<file path="src/rtl/airi5c_dmem_ctrl.sv">
// rtl/airi5c_dmem_ctrl.sv - data-memory access controller (EX load/store to AHB-Lite)
//
// Turns one EX-stage load/store request into a single NONSEQ AHB-Lite transfer,
// holding the pipeline until the data phase completes.
//
// Ports:
//   clk_i, rst_ni                    clock, asynchronous active-low reset
//   req_valid_i/we/size/unsigned     load/store request, held while stall_o=1
//   req_addr_i, req_wdata_i          byte address, right-aligned store data
//   kill_i                           drops a request that has not been accepted yet
//   stall_o                          pipeline hold
//   rdata_o, rdata_valid_o           extended load data / completion pulse
//   misaligned_o, bus_err_o          error pulses
//   dmem_h*                          AHB-Lite master signals

module airi5c_dmem_ctrl #(
   parameter int XLEN = 32
) (
   input  logic            clk_i,
   input  logic            rst_ni,
   input  logic            req_valid_i,
   input  logic            req_we_i,
   input  logic [1:0]      req_size_i,
   input  logic            req_unsigned_i,
   input  logic [XLEN-1:0] req_addr_i,
   input  logic [XLEN-1:0] req_wdata_i,
   input  logic            kill_i,
   output logic            stall_o,
   output logic [XLEN-1:0] rdata_o,
   output logic            rdata_valid_o,
   output logic            misaligned_o,
   output logic            bus_err_o,
   output logic [XLEN-1:0] dmem_haddr_o,
   output logic            dmem_hwrite_o,
   output logic [2:0]      dmem_hsize_o,
   output logic [1:0]      dmem_htrans_o,
   output logic [XLEN-1:0] dmem_hwdata_o,
   input  logic [XLEN-1:0] dmem_hrdata_i,
   input  logic            dmem_hready_i,
   input  logic            dmem_hresp_i
);

   localparam logic [1:0] S_IDLE = 2'd0;
   localparam logic [1:0] S_ADDR = 2'd1;
   localparam logic [1:0] S_DATA = 2'd2;

   logic [1:0]      state_q, state_d;
   logic [XLEN-1:0] addr_q;
   logic [XLEN-1:0] wdata_q;
   logic [1:0]      size_q;
   logic            we_q;
   logic            unsigned_q;

   logic [1:0]      size_n;
   logic            mis;
   logic            accept;
   logic            done;
   logic [XLEN-1:0] wdata_lanes;
   logic [XLEN-1:0] byte_shift;
   logic [7:0]      ld_byte;
   logic [15:0]     ld_half;
   logic [XLEN-1:0] ld_ext;

   // size 11 behaves exactly like a word access, so fold it early.
   assign size_n = req_size_i[1] ? 2'b10 : req_size_i;

   assign mis    = ((size_n == 2'b01) & req_addr_i[0]) |
                   ((size_n == 2'b10) & (|req_addr_i[1:0]));
   assign accept = (state_q == S_IDLE) & req_valid_i & ~kill_i & ~mis;
   assign done   = (state_q == S_DATA) & dmem_hready_i;

   always_comb begin
      case (size_n)
         2'b00:   wdata_lanes = {(XLEN/8){req_wdata_i[7:0]}};
         2'b01:   wdata_lanes = {(XLEN/16){req_wdata_i[15:0]}};
         default: wdata_lanes = req_wdata_i;
      endcase
   end

   always_comb begin
      state_d = state_q;
      case (state_q)
         S_IDLE:  if (accept)        state_d = S_ADDR;
         S_ADDR:  if (dmem_hready_i) state_d = S_DATA;
         S_DATA:  if (dmem_hready_i) state_d = S_IDLE;
         default:                    state_d = S_IDLE;
      endcase
   end

   always_ff @(posedge clk_i or negedge rst_ni) begin
      if (!rst_ni) begin
         state_q    <= S_IDLE;
         addr_q     <= '0;
         wdata_q    <= '0;
         size_q     <= 2'b00;
         we_q       <= 1'b0;
         unsigned_q <= 1'b0;
      end else begin
         state_q <= state_d;
         if (accept) begin
            addr_q     <= req_addr_i;
            wdata_q    <= wdata_lanes;
            size_q     <= size_n;
            we_q       <= req_we_i;
            unsigned_q <= req_unsigned_i;
         end
      end
   end

   // Lane select uses the registered address offset of the accepted request.
   assign byte_shift = dmem_hrdata_i >> {addr_q[1:0], 3'b000};
   assign ld_byte    = byte_shift[7:0];
   assign ld_half    = addr_q[1] ? dmem_hrdata_i[31:16] : dmem_hrdata_i[15:0];

   always_comb begin
      case (size_q)
         2'b00:   ld_ext = {{(XLEN-8){ld_byte[7] & ~unsigned_q}}, ld_byte};
         2'b01:   ld_ext = {{(XLEN-16){ld_half[15] & ~unsigned_q}}, ld_half};
         default: ld_ext = dmem_hrdata_i;
      endcase
   end

   assign stall_o       = accept | (state_q == S_ADDR) |
                          ((state_q == S_DATA) & ~dmem_hready_i);
   assign misaligned_o  = (state_q == S_IDLE) & req_valid_i & ~kill_i & mis;
   assign rdata_valid_o = done & ~dmem_hresp_i;
   assign bus_err_o     = done & dmem_hresp_i;
   assign rdata_o       = (rdata_valid_o & ~we_q) ? ld_ext : '0;

   assign dmem_htrans_o = (state_q == S_ADDR) ? 2'b10 : 2'b00;
   assign dmem_haddr_o  = (state_q == S_ADDR) ? addr_q : '0;
   assign dmem_hwrite_o = (state_q == S_ADDR) & we_q;
   assign dmem_hsize_o  = (state_q == S_ADDR) ? {1'b0, size_q} : 3'b000;
   assign dmem_hwdata_o = (state_q == S_DATA) ? wdata_q : '0;

endmodule

</file>
<file path="config.mk">
export PLATFORM = sky130hd
export DESIGN_NAME = airi5c_dmem_ctrl
export DESIGN_NICKNAME = d
export VERILOG_FILES = /design/src/rtl/airi5c_dmem_ctrl.sv
export SDC_FILE = /design/constraint.sdc
export NUM_CORES = 1
export LEC_CHECK = 0
export ABC_CLOCK_PERIOD_IN_PS = 4300
export BUFFER_PORTS_ARGS = -buffer_cell sky130_fd_sc_hd__buf_4
export CAP_MARGIN = 40
export CORE_ASPECT_RATIO = 1.1
export CORE_MARGIN = 2
export CORE_UTILIZATION = 28
export DETAILED_ROUTE_END_ITERATION = 10
export PLACE_DENSITY = 0.53
export SETUP_SLACK_MARGIN = 0.02
export SLEW_MARGIN = 10
export SYNTH_ARGS = -nofsm -noshare
export SYNTH_HDL_FRONTEND = slang
export SYNTH_SLANG_ARGS = --single-unit
</file>
<file path="constraint.sdc">
create_clock -name clk_i -period 4.3 [get_ports clk_i]
set_input_delay 0.43 -clock clk_i [delete_from_list [all_inputs] [get_ports clk_i]]
set_output_delay 0.43 -clock clk_i [all_outputs]
set_load 0.1 [all_outputs]
</file>
==> reports/summary.txt, run 1 <==
vias in the first global route -> 3827
Final Cycle Share -> 75.3%
Flop pwr share -> 35.3%
count of state elements after synthesis -> 70
RSZ-0062 raised after global routing -> no
initial core utilization -> 28.7%
cell row count -> 46
first-pass GRT wire length -> 20800 µm
die height -> 132 µm
combinational share of power -> 41.2%
GRT Residual Overflow -> 0
area of the die -> 15800 µm²
status -> finished, final reports clean
Hold Path Class -> input pin to flip-flop
leading cell type in the layout, fill and taps excluded -> buf_4
crit end category -> output pin
Detail Placement HPWL -> 9870 µm
Final nets -> 724
clock sink count -> 70
worst setup margin -> 1.06 ns
Top-Level Pins -> 212
CTS Buf Count -> 9
Hold Vio Cnt, Final -> 0
TritonCTS clock tree -> done
largest net degree at the start of global routing -> 56
area of the mapped netlist -> 4140 µm²
Max-Cap Viols -> 0
DR WL/cell -> 16.1 µm
Setup WS pre-CTS -> 1.37 ns
CP startpoint kind -> flip-flop
Root Driver -> clkbuf_16
mean post-synth cell area -> 9.75 µm²
First DRT Iteration DRCs -> 119
relative slew slack -> 48.5%
register area share after synthesis -> 42.3%
overall power -> 2.80 mW
Worst-Margin Slew -> 0.772 ns
die width -> 120 µm
core area -> 14400 µm²
WP data arrival -> 2.81 ns
Ant. Diodes -> 0
endpoints failing setup -> 0
via count -> 3724
clk slew on worst S/H paths -> 0.06 ns
sw power -> 1.17 mW
Pwr Density -> 457 nW/µm²
Max Slew Vio Count -> 0
H-tree depth -> 3
DRT Pass-1 Iters -> 4
Net Sw Frac -> 41.9%
Max Clock Skew -> 0.00535 ns
Max FO, Critical Path -> 21
Internal -> 1.63 mW
Layout area overhead -> 48.0%
Fmax achieved -> 309 MHz
crit path time final -> 3.24 ns
setup TNS -> 0 ns
synthesized instance count -> 425
Total Routing Usage GR -> 16.5%
total wire length -> 13100 µm
post-route ant nets -> 0
DRC -> 0
Netlist cell types -> 32
post-CTS resize count -> 0
initial antenna violation count -> 0
Ys Warns -> 0
later-pin clock latency in the skew report -> 0.33 ns
Leak -> 3.16 nW
via/cell ratio -> 4.57
worst path required time -> 3.87 ns
Clock Power Share -> 23.5%
R2R setup slack -> 2.16 ns
IO Port Bufs -> 209
path type of the worst setup path -> flip-flop to output pin
share of post-route cells with drive strength above 1 -> 46.5%
most frequent cells in the layout -> 214 x buf_4, 70 x dfrtp_1, 68 x and2_1
CTS max path bufs -> 2
routability cong. -> 0.795
worst vdd ir -> 0.259 mV
[layer usage]
layer  global-route usage (%)  vias to the layer above  routed length, µm
li1                         -                     1830                  -
met1                     20.0                     1751               5360
met2                     28.1                      130               6560
met3                     4.38                       13                962
met4                     5.82                        0                224
met5                        0                        -                  0
[flip-flops by register name, indices dropped and copies added, names as in the netlist]
signal      cells
unsigned_q      1
wdata_q        32
addr_q         32
we_q            1
state_q         2
size_q          2
[critical path: stages (launching register included)]
cell and delay (ns):
dfrtp_1 0.84, mux2_2 0.41, a32o_1 0.25, o221ai_2 0.60, a21oi_1 0.11, buf_4 0.28
[worst paths after layout]
| kind | start | to | cells after the start |
|---|---|---|---|
| setup reg to reg | state_q[1]$_DFFE_PN0P_ | wdata_q[4]$_DFFE_PN0P_ | 4 |
| max in group asynchronous | rst_ni | we_q$_DFFE_PN0P_ | 3 |
| hold reg to reg | wdata_q[18]$_DFFE_PN0P_ | wdata_q[18]$_DFFE_PN0P_ | 2 |
| hold / removal | req_addr_i[18] | addr_q[18]$_DFFE_PN0P_ | 2 |
| min in group asynchronous | rst_ni | wdata_q[4]$_DFFE_PN0P_ | 2 |
| setup / recovery | addr_q[1]$_DFFE_PN0P_ | rdata_o[17] | 5 |
[layout make-up]
cell class                 count  area [µm²]
timing repair buffer         216        1640
tap                          192         240
clock buffer                  10         229
clock inverter                 5        27.5
sequential                    70        1750
fill                        1489        8310
inverter                      20        75.1
multi-input combinational    301        2160
[cells in the mapped netlist]
library cell	n	area share (%)
a21boi_0	1	0.18
a21o_1	1	0.18
a21oi_1	32	3.9
a221oi_1	1	0.21
a22o_1	1	0.21
a32o_1	1	0.24
and2_1	68	10
and3_1	8	1.2
buf_2	9	1.1
buf_4	2	0.36
buf_6	3	0.82
clkbuf_1	21	1.9
conb_1	1	0.091
dfrtp_1	70	42
inv_1	20	1.8
mux2_2	44	12
mux2_4	1	0.36
mux2i_1	31	7.5
nand2_1	29	2.6
nand2b_1	10	1.5
nand3_1	1	0.12
nand4bb_1	1	0.27
nor2_1	11	1.0
nor2_2	2	0.30
nor2b_1	10	1.5
nor3_1	2	0.24
nor4b_2	1	0.36
o21ai_0	26	3.1
o221a_2	8	2.2
o221ai_2	1	0.36
o22ai_1	1	0.15
o311a_1	7	1.7
[cells by family after synthesis]
family,Yosys count,synth area share (%)
flip-flops,70,42.3
multiplexers,76,19.8
other,1,0.0905
buffers and inverters,55,5.98
AND/OR/NAND/NOR,143,19.4
AO/OA/AOI/OAI,80,12.4
[power groups by stage]
| stage | Combinational (mW) | Clock (mW) | Sequential [mW] |
|---|---|---|---|
| 6_report | 1.15 | 0.659 | 0.988 |
| 5_1_grt | 1.24 | 0.712 | 1.02 |
| 4_1_cts | 1.17 | 0.687 | 0.991 |
| 3_5_place_dp | 1.17 | 0 | 1.00 |
| 3_3_place_gp | 1.15 | 0 | 0.987 |
| 2_1_floorplan | 0.918 | 0 | 0.937 |
[stage by stage]
step	std cells	hold slack (ns)	util, %	cell area, µm²
floorplan	426	0.134	-	4150
global placement	797	0.454	40.4	5840
detailed placement	798	0.319	40.6	5870
CTS	814	0.314	42.4	6130
global route	814	0.318	42.4	6130
finish	814	0.330	42.4	6130
[timing repair]
action,CTS,global route
buffers inserted,0,0
hold endpoints to repair,15,0
hold buffers,1,0
Power figures use the tool's default switching activity.
==> run 2: changes to the inputs <==
--- a/config.mk
+++ b/config.mk
@@ -5,14 +5,14 @@
 export SDC_FILE = /design/constraint.sdc
 export NUM_CORES = 1
 export LEC_CHECK = 0
-export ABC_CLOCK_PERIOD_IN_PS = 4300
+export ABC_CLOCK_PERIOD_IN_PS = 2620
 export BUFFER_PORTS_ARGS = -buffer_cell sky130_fd_sc_hd__buf_4
 export CAP_MARGIN = 40
 export CORE_ASPECT_RATIO = 1.1
 export CORE_MARGIN = 2
 export CORE_UTILIZATION = 28
 export DETAILED_ROUTE_END_ITERATION = 10
-export PLACE_DENSITY = 0.53
+export PLACE_DENSITY = 0.55
 export SETUP_SLACK_MARGIN = 0.02
 export SLEW_MARGIN = 10
 export SYNTH_ARGS = -nofsm -noshare
==> constraint.sdc (replaced) <==
create_clock -name clk_i -period 2.62 [get_ports clk_i]
set_input_delay 0.262 -clock clk_i [delete_from_list [all_inputs] [get_ports clk_i]]
set_output_delay 0.262 -clock clk_i [all_outputs]
set_load 0.1 [all_outputs]
==> run 2 against run 1 <==
  * Clock-buffer cell count up 2
  * Critical path type unchanged
  * Flip-flop and latch count unchanged
  * Combinational power up 73%
  * Critical endpoint is now rdata_o[11]
  * Sequential share of layout area down 0.32 points
  * First-iteration DRC count down 0.84%
  * Worst hold slack worse by 0.16 ns
==> reports/summary.txt, run 2 (synthesis gave the netlist of run 1 again) <==
worst vdd ir -> 0.388 mV (+50%)
Fmax achieved -> 399 MHz
Final Cycle Share -> 95.6%
total wire length -> 13200 µm (+1.1%)
leading cell type in the layout, fill and taps excluded -> buf_4
Max Slew Vio Count -> 0 (unchanged)
CTS max path bufs -> 2 (unchanged)
DR WL/cell -> 16.1 µm (about the same)
initial antenna violation count -> 0 (unchanged)
H-tree depth -> 3 (unchanged)
Max FO, Critical Path -> 8 (-62%)
largest net degree at the start of global routing -> 68 (+21%)
worst path required time -> 2.36 ns (-1.51 ns)
slowest cell on the critical path -> dfrtp_1
Max-Cap Viols -> 0 (unchanged)
vias in the first global route -> 4026 (+5.2%)
CP startpoint kind -> flip-flop
First DRT Iteration DRCs -> 118 (-0.84%)
placed inst area -> 5920 µm² (+0.98%)
Final Non-Filler Cells -> 823 (+1.1%)
core area -> 14400 µm² (unchanged)
Setup WS pre-CTS -> 0.462 ns (-0.913 ns)
Max Clock Skew -> 0.0117 ns (+0.00631 ns)
fin area -> 6200 µm² (+1.1%)
Pwr Density -> 754 nW/µm² (+65%)
die height -> 132 µm (unchanged)
Worst-Margin Slew -> 0.642 ns (-0.130 ns)
share of post-route cells with drive strength above 1 -> 47.2% (+0.76 points)
via/cell ratio -> 4.59 (+0.29%)
DRT Pass-1 Iters -> 4 (unchanged)
path type of the worst setup path -> flip-flop to output pin
Ant. Diodes -> 0 (unchanged)
post-route ant nets -> 0 (unchanged)
later-pin clock latency in the skew report -> 0.33 ns (about the same)
most frequent cells in the layout -> 222 x buf_4, 70 x dfrtp_1, 68 x and2_1
Top-Level Pins -> 212 (unchanged)
filler instances -> 1461 (-1.9%)
Total Routing Usage GR -> 16.6% (+0.018 points)
status -> finished, final reports clean
Layout area overhead -> 49.7%
initial core utilization -> 28.7% (unchanged)
met2 WL -> 6600 µm (+0.56%)
Leak -> 3.20 nW (+1.3%)
DRT met1 WL -> 5390 µm (+0.56%)
GRT Residual Overflow -> 0 (unchanged)
clk slew on worst S/H paths -> 0.05 ns (about the same)
Final nets -> 732 (+1.1%)
worst-path cell chain -> mux2_4 > a32o_1 > and2_1 > o311a_1 > buf_4
cell row count -> 46 (unchanged)
DR WL met3 -> 936 µm (-2.7%)
clock sink count -> 70 (unchanged)
Crit path max-delay family -> compound AO/OA/AOI/OAI gates
WP data arrival -> 2.24 ns (-0.57 ns)
overall power -> 4.68 mW (+67%)
Root Driver -> clkbuf_16
Hold Vio Cnt, Final -> 0 (unchanged)
setup TNS -> 0 ns (unchanged)
relative slew slack -> 57.2% (+8.7 points)
crit path time final -> 2.51 ns
largest registers -> addr_q (32), wdata_q (32)
fin util -> 42.9% (+0.48 points)
endpoints failing setup -> 0 (unchanged)
RSZ-0062 raised after global routing -> no
post-CTS resize count -> 0 (unchanged)
WP buf/inv -> 1 (unchanged)
routability cong. -> 0.911 (+15%)
die width -> 120 µm (unchanged)
top sig layer -> met4
# Post-CTS Setup Buffers -> 0 (unchanged)
Detail Placement HPWL -> 10200 µm (+3.0%)
cts hold-fix bufs -> 1 (unchanged)
via count -> 3776 (+1.4%)
DP Cell Count -> 806 (+1.0%)
first-pass GRT wire length -> 21100 µm (+1.4%)
worst hold slack -> 0.167 ns (-0.164 ns)
crit end category -> output pin
DRC -> 0 (unchanged)
CTS Buf Count -> 9 (unchanged)
area of the die -> 15800 µm² (unchanged)
Hold Path Class -> input pin to flip-flop
TritonCTS clock tree -> done
IO Port Bufs -> 209 (unchanged)
CP max stage delay -> 0.43 ns (-0.41 ns)
worst setup margin -> 0.114 ns (-0.947 ns)
[run 2: area by class of cell]
cell class              instances  area, µm²  area share (%)
clock buffers                  12        246            3.97
clock inverters                 4       22.5           0.363
inverters                      20       75.1            1.21
multi-input cells             301       2170            35.0
flip-flops and latches         70       1750            28.2
well taps                     192        240            3.87
repair buffers                224       1700            27.4
[run 2: layer usage]
layer  up-vias  track usage, %
met5         -               0
met1      1764            19.9
met3        21            3.99
li1       1844               -
met2       147            28.3
met4         0            6.34
[run 2: path summary, 6_finish.rpt]
check,from,end,slack (ns),cells after the start
setup / recovery,addr_q[1]$_DFFE_PN0P_,rdata_o[11],0.11,5
hold / removal,req_addr_i[10],addr_q[10]$_DFFE_PN0P_,0.17,2
setup reg to reg,state_q[1]$_DFFE_PN0P_,wdata_q[7]$_DFFE_PN0P_,0.76,4
hold reg to reg,wdata_q[26]$_DFFE_PN0P_,wdata_q[26]$_DFFE_PN0P_,0.47,2
max in group asynchronous,rst_ni,addr_q[28]$_DFFE_PN0P_,1.62,3
min in group asynchronous,rst_ni,wdata_q[5]$_DFFE_PN0P_,0.44,2
[run 2: report_power, final]
part	internal [mW]	total, mW	switching [mW]	leakage, nW
Sequential	1.42	1.58	0.165	0.852
Combinational	0.657	1.99	1.33	2.22
Clock	0.662	1.11	0.445	0.132
==> run 3: changes to the inputs <==
--- a/config.mk
+++ b/config.mk
@@ -8,11 +8,13 @@
 export ABC_CLOCK_PERIOD_IN_PS = 2620
 export BUFFER_PORTS_ARGS = -buffer_cell sky130_fd_sc_hd__buf_4
 export CAP_MARGIN = 40
+export CELL_PAD_IN_SITES_DETAIL_PLACEMENT = 0
+export CELL_PAD_IN_SITES_GLOBAL_PLACEMENT = 1
 export CORE_ASPECT_RATIO = 1.1
 export CORE_MARGIN = 2
 export CORE_UTILIZATION = 28
 export DETAILED_ROUTE_END_ITERATION = 10
-export PLACE_DENSITY = 0.55
+export PLACE_DENSITY = 0.72
 export SETUP_SLACK_MARGIN = 0.02
 export SLEW_MARGIN = 10
 export SYNTH_ARGS = -nofsm -noshare
==> run 3 against run 2 <==
  * Sequential share of layout area about the same
  * Sequential power about the same
  * Worst hold slack got worse by 0.0028 ns
  * Setup slack got worse by 0.018 ns
  * Global-route usage increased by 0.22 points
  * Register-to-register slack got worse by 0.19 ns
==> reports/summary.txt, run 3 (synthesis gave the netlist of run 1 again) <==
RSZ-0062 raised after global routing -> no
die height -> 132 µm (unchanged)
Final nets -> 731 (-0.14%)
Final Non-Filler Cells -> 821 (-0.24%)
WP data arrival -> 2.26 ns (+0.02 ns)
First DRT Iteration DRCs -> 131 (+11%)
Layout area overhead -> 49.6% (about the same)
via count -> 3799 (+0.61%)
endpoints failing setup -> 0 (unchanged)
largest net degree at the start of global routing -> 49 (-28%)
leading cell type in the layout, fill and taps excluded -> buf_4
Ant. Diodes -> 0 (unchanged)
via/cell ratio -> 4.63 (+0.85%)
area of the die -> 15800 µm² (unchanged)
Hold Path Class -> input pin to flip-flop
Max FO, Critical Path -> 8 (unchanged)
Pwr Density -> 753 nW/µm² (about the same)
initial core utilization -> 28.7% (unchanged)
DRC -> 0 (unchanged)
DP Cell Count -> 805 (-0.12%)
slowest cell on the critical path -> dfrtp_2
post-route ant nets -> 0 (unchanged)
worst hold slack -> 0.164 ns (-0.00280 ns)
Leak -> 3.20 nW (-0.15%)
Hold Vio Cnt, Final -> 0 (unchanged)
Max Slew Vio Count -> 0 (unchanged)
crit path time final -> 2.52 ns (+0.0179 ns)
most frequent cells in the layout -> 221 x buf_4, 69 x dfrtp_1, 67 x and2_1
worst path required time -> 2.36 ns (about the same)
clk slew on worst S/H paths -> 0.05 ns (about the same)
hold depth -> 2 (unchanged)
CP Launch Point -> addr_q[1]$_DFFE_PN0P_
total wire length -> 13200 µm (-0.29%)
initial antenna violation count -> 0 (unchanged)
Max Clock Skew -> 0.00291 ns (-0.00875 ns)
worst-path cell chain -> mux2_4 > a32o_1 > and2_2 > o311a_1 > buf_4
Root Driver -> clkbuf_16
clock sink count -> 70 (unchanged)
later-pin clock latency in the skew report -> 0.33 ns (about the same)
Top-Level Pins -> 212 (unchanged)
Fmax achieved -> 396 MHz (-0.71%)
IO Port Bufs -> 209 (unchanged)
hold path endpoint -> addr_q[29]$_DFFE_PN0P_
status -> finished, final reports clean
first-pass GRT wire length -> 21000 µm (-0.29%)
# Post-CTS Setup Buffers -> 0 (unchanged)
worst reg2reg endpoint -> wdata_q[5]$_DFFE_PN0P_
CP startpoint kind -> flip-flop
path type of the worst setup path -> flip-flop to output pin
CTS Buf Count -> 9 (unchanged)
CTS max path bufs -> 2 (unchanged)
Worst-Margin Slew -> 0.605 ns (-0.0373 ns)
Detail Placement HPWL -> 10200 µm (about the same)
setup TNS -> 0 ns (unchanged)
TritonCTS clock tree -> done
largest registers -> addr_q (32), wdata_q (32)
GRT Residual Overflow -> 0 (unchanged)
crit end category -> output pin
vias in the first global route -> 3983 (-1.1%)
routability cong. -> 0.837 (-8.2%)
core area -> 14400 µm² (unchanged)
cell row count -> 46 (unchanged)
share of post-route cells with drive strength above 1 -> 47.2% (about the same)
DR WL/cell -> 16.1 µm (about the same)
relative slew slack -> 59.6% (+2.4 points)
hold_sp -> req_addr_i[29]
FF-to-FF Start -> state_q[1]$_DFFE_PN0P_
H-tree depth -> 3 (unchanged)
DRT Pass-1 Iters -> 4 (unchanged)
die width -> 120 µm (unchanged)
R2R setup slack -> 0.57 ns (-0.19 ns)
Max-Cap Viols -> 0 (unchanged)
Total Routing Usage GR -> 16.8% (+0.22 points)
overall power -> 4.67 mW (-0.12%)
CP max stage delay -> 0.45 ns (+0.02 ns)
Final Cycle Share -> 96.3% (+0.68 points)
worst vdd ir -> 0.324 mV (-17%)
worst r2r path cells -> 4 (unchanged)
[run 3: cell count changes in the layout (fill, tap and decap cells not counted)]
cell | before | now
dfrtp_1 | 70 | 69
dfrtp_2 | 0 | 1
clkinv_2 | 3 | 1
buf_4 | 222 | 221
clkbuf_8 | 1 | 2
and2_1 | 68 | 67
and2_2 | 0 | 1
clkinvlp_4 | 1 | 0
clkbuf_1 | 2 | 3
[run 3: cell type report]
type	count	area, µm²
clock buffer	14	264
inverter	20	75.1
fill	1466	8250
sequential	70	1750
clock inverter	1	5.00
timing repair buffer	223	1690
multi-input combinational	301	2170
tap	192	240
[run 3: worst max-delay path by stage]
stage,endpoint,slack (ns),cells after the start
finish,rdata_o[12],0.1,5
global route,rdata_o[12],0.03,5
CTS,rdata_o[12],0.04,5
detailed placement,rdata_o[12],0.37,5
global placement,rdata_o[8],0.44,5
floorplan,rdata_o[21],-0.37,5
[run 3: per-stage QoR]
stage / worst slack [ns] / utilization (%) / cell area [µm²]
2_1_floorplan: -0.365 / - / 4150
3_3_place_gp: 0.445 / 40.8 / 5900
3_5_place_dp: 0.375 / 40.9 / 5920
4_1_cts: 0.0409 / 42.9 / 6200
5_1_grt: 0.0333 / 42.9 / 6200
6_report: 0.0962 / 42.9 / 6200
[run 3: where the power goes]
| group | leakage, nW | internal, mW | switching, mW |
|---|---|---|---|
| logic | 2.21 | 0.651 | 1.31 |
| clock network | 0.133 | 0.686 | 0.429 |
| registers | 0.851 | 1.42 | 0.175 |
| total | 3.20 | 2.76 | 1.91 |
[run 3: layer usage]
metal	share of wire (%)	track usage (%)
met1	40	19.3
met2	50	29.6
met3	7.7	4.51
met4	2.2	5.95
met5	0	0
[run 3: critical path, delay by kind of cell, from the launching register on]
kind	cells	cell delay, ns
flip-flops	1	0.45
multiplexers	1	0.32
buffers and inverters	1	0.24
AO/OA/AOI/OAI	2	0.64
AND/OR/NAND/NOR	1	0.28
[run 3: timing repair]
item	CTS	global route
endpoints found under the hold margin	34	0
hold buffers	1	0
setup endpoints to repair	4	5
gates cloned	0	0
resized for setup	1	1
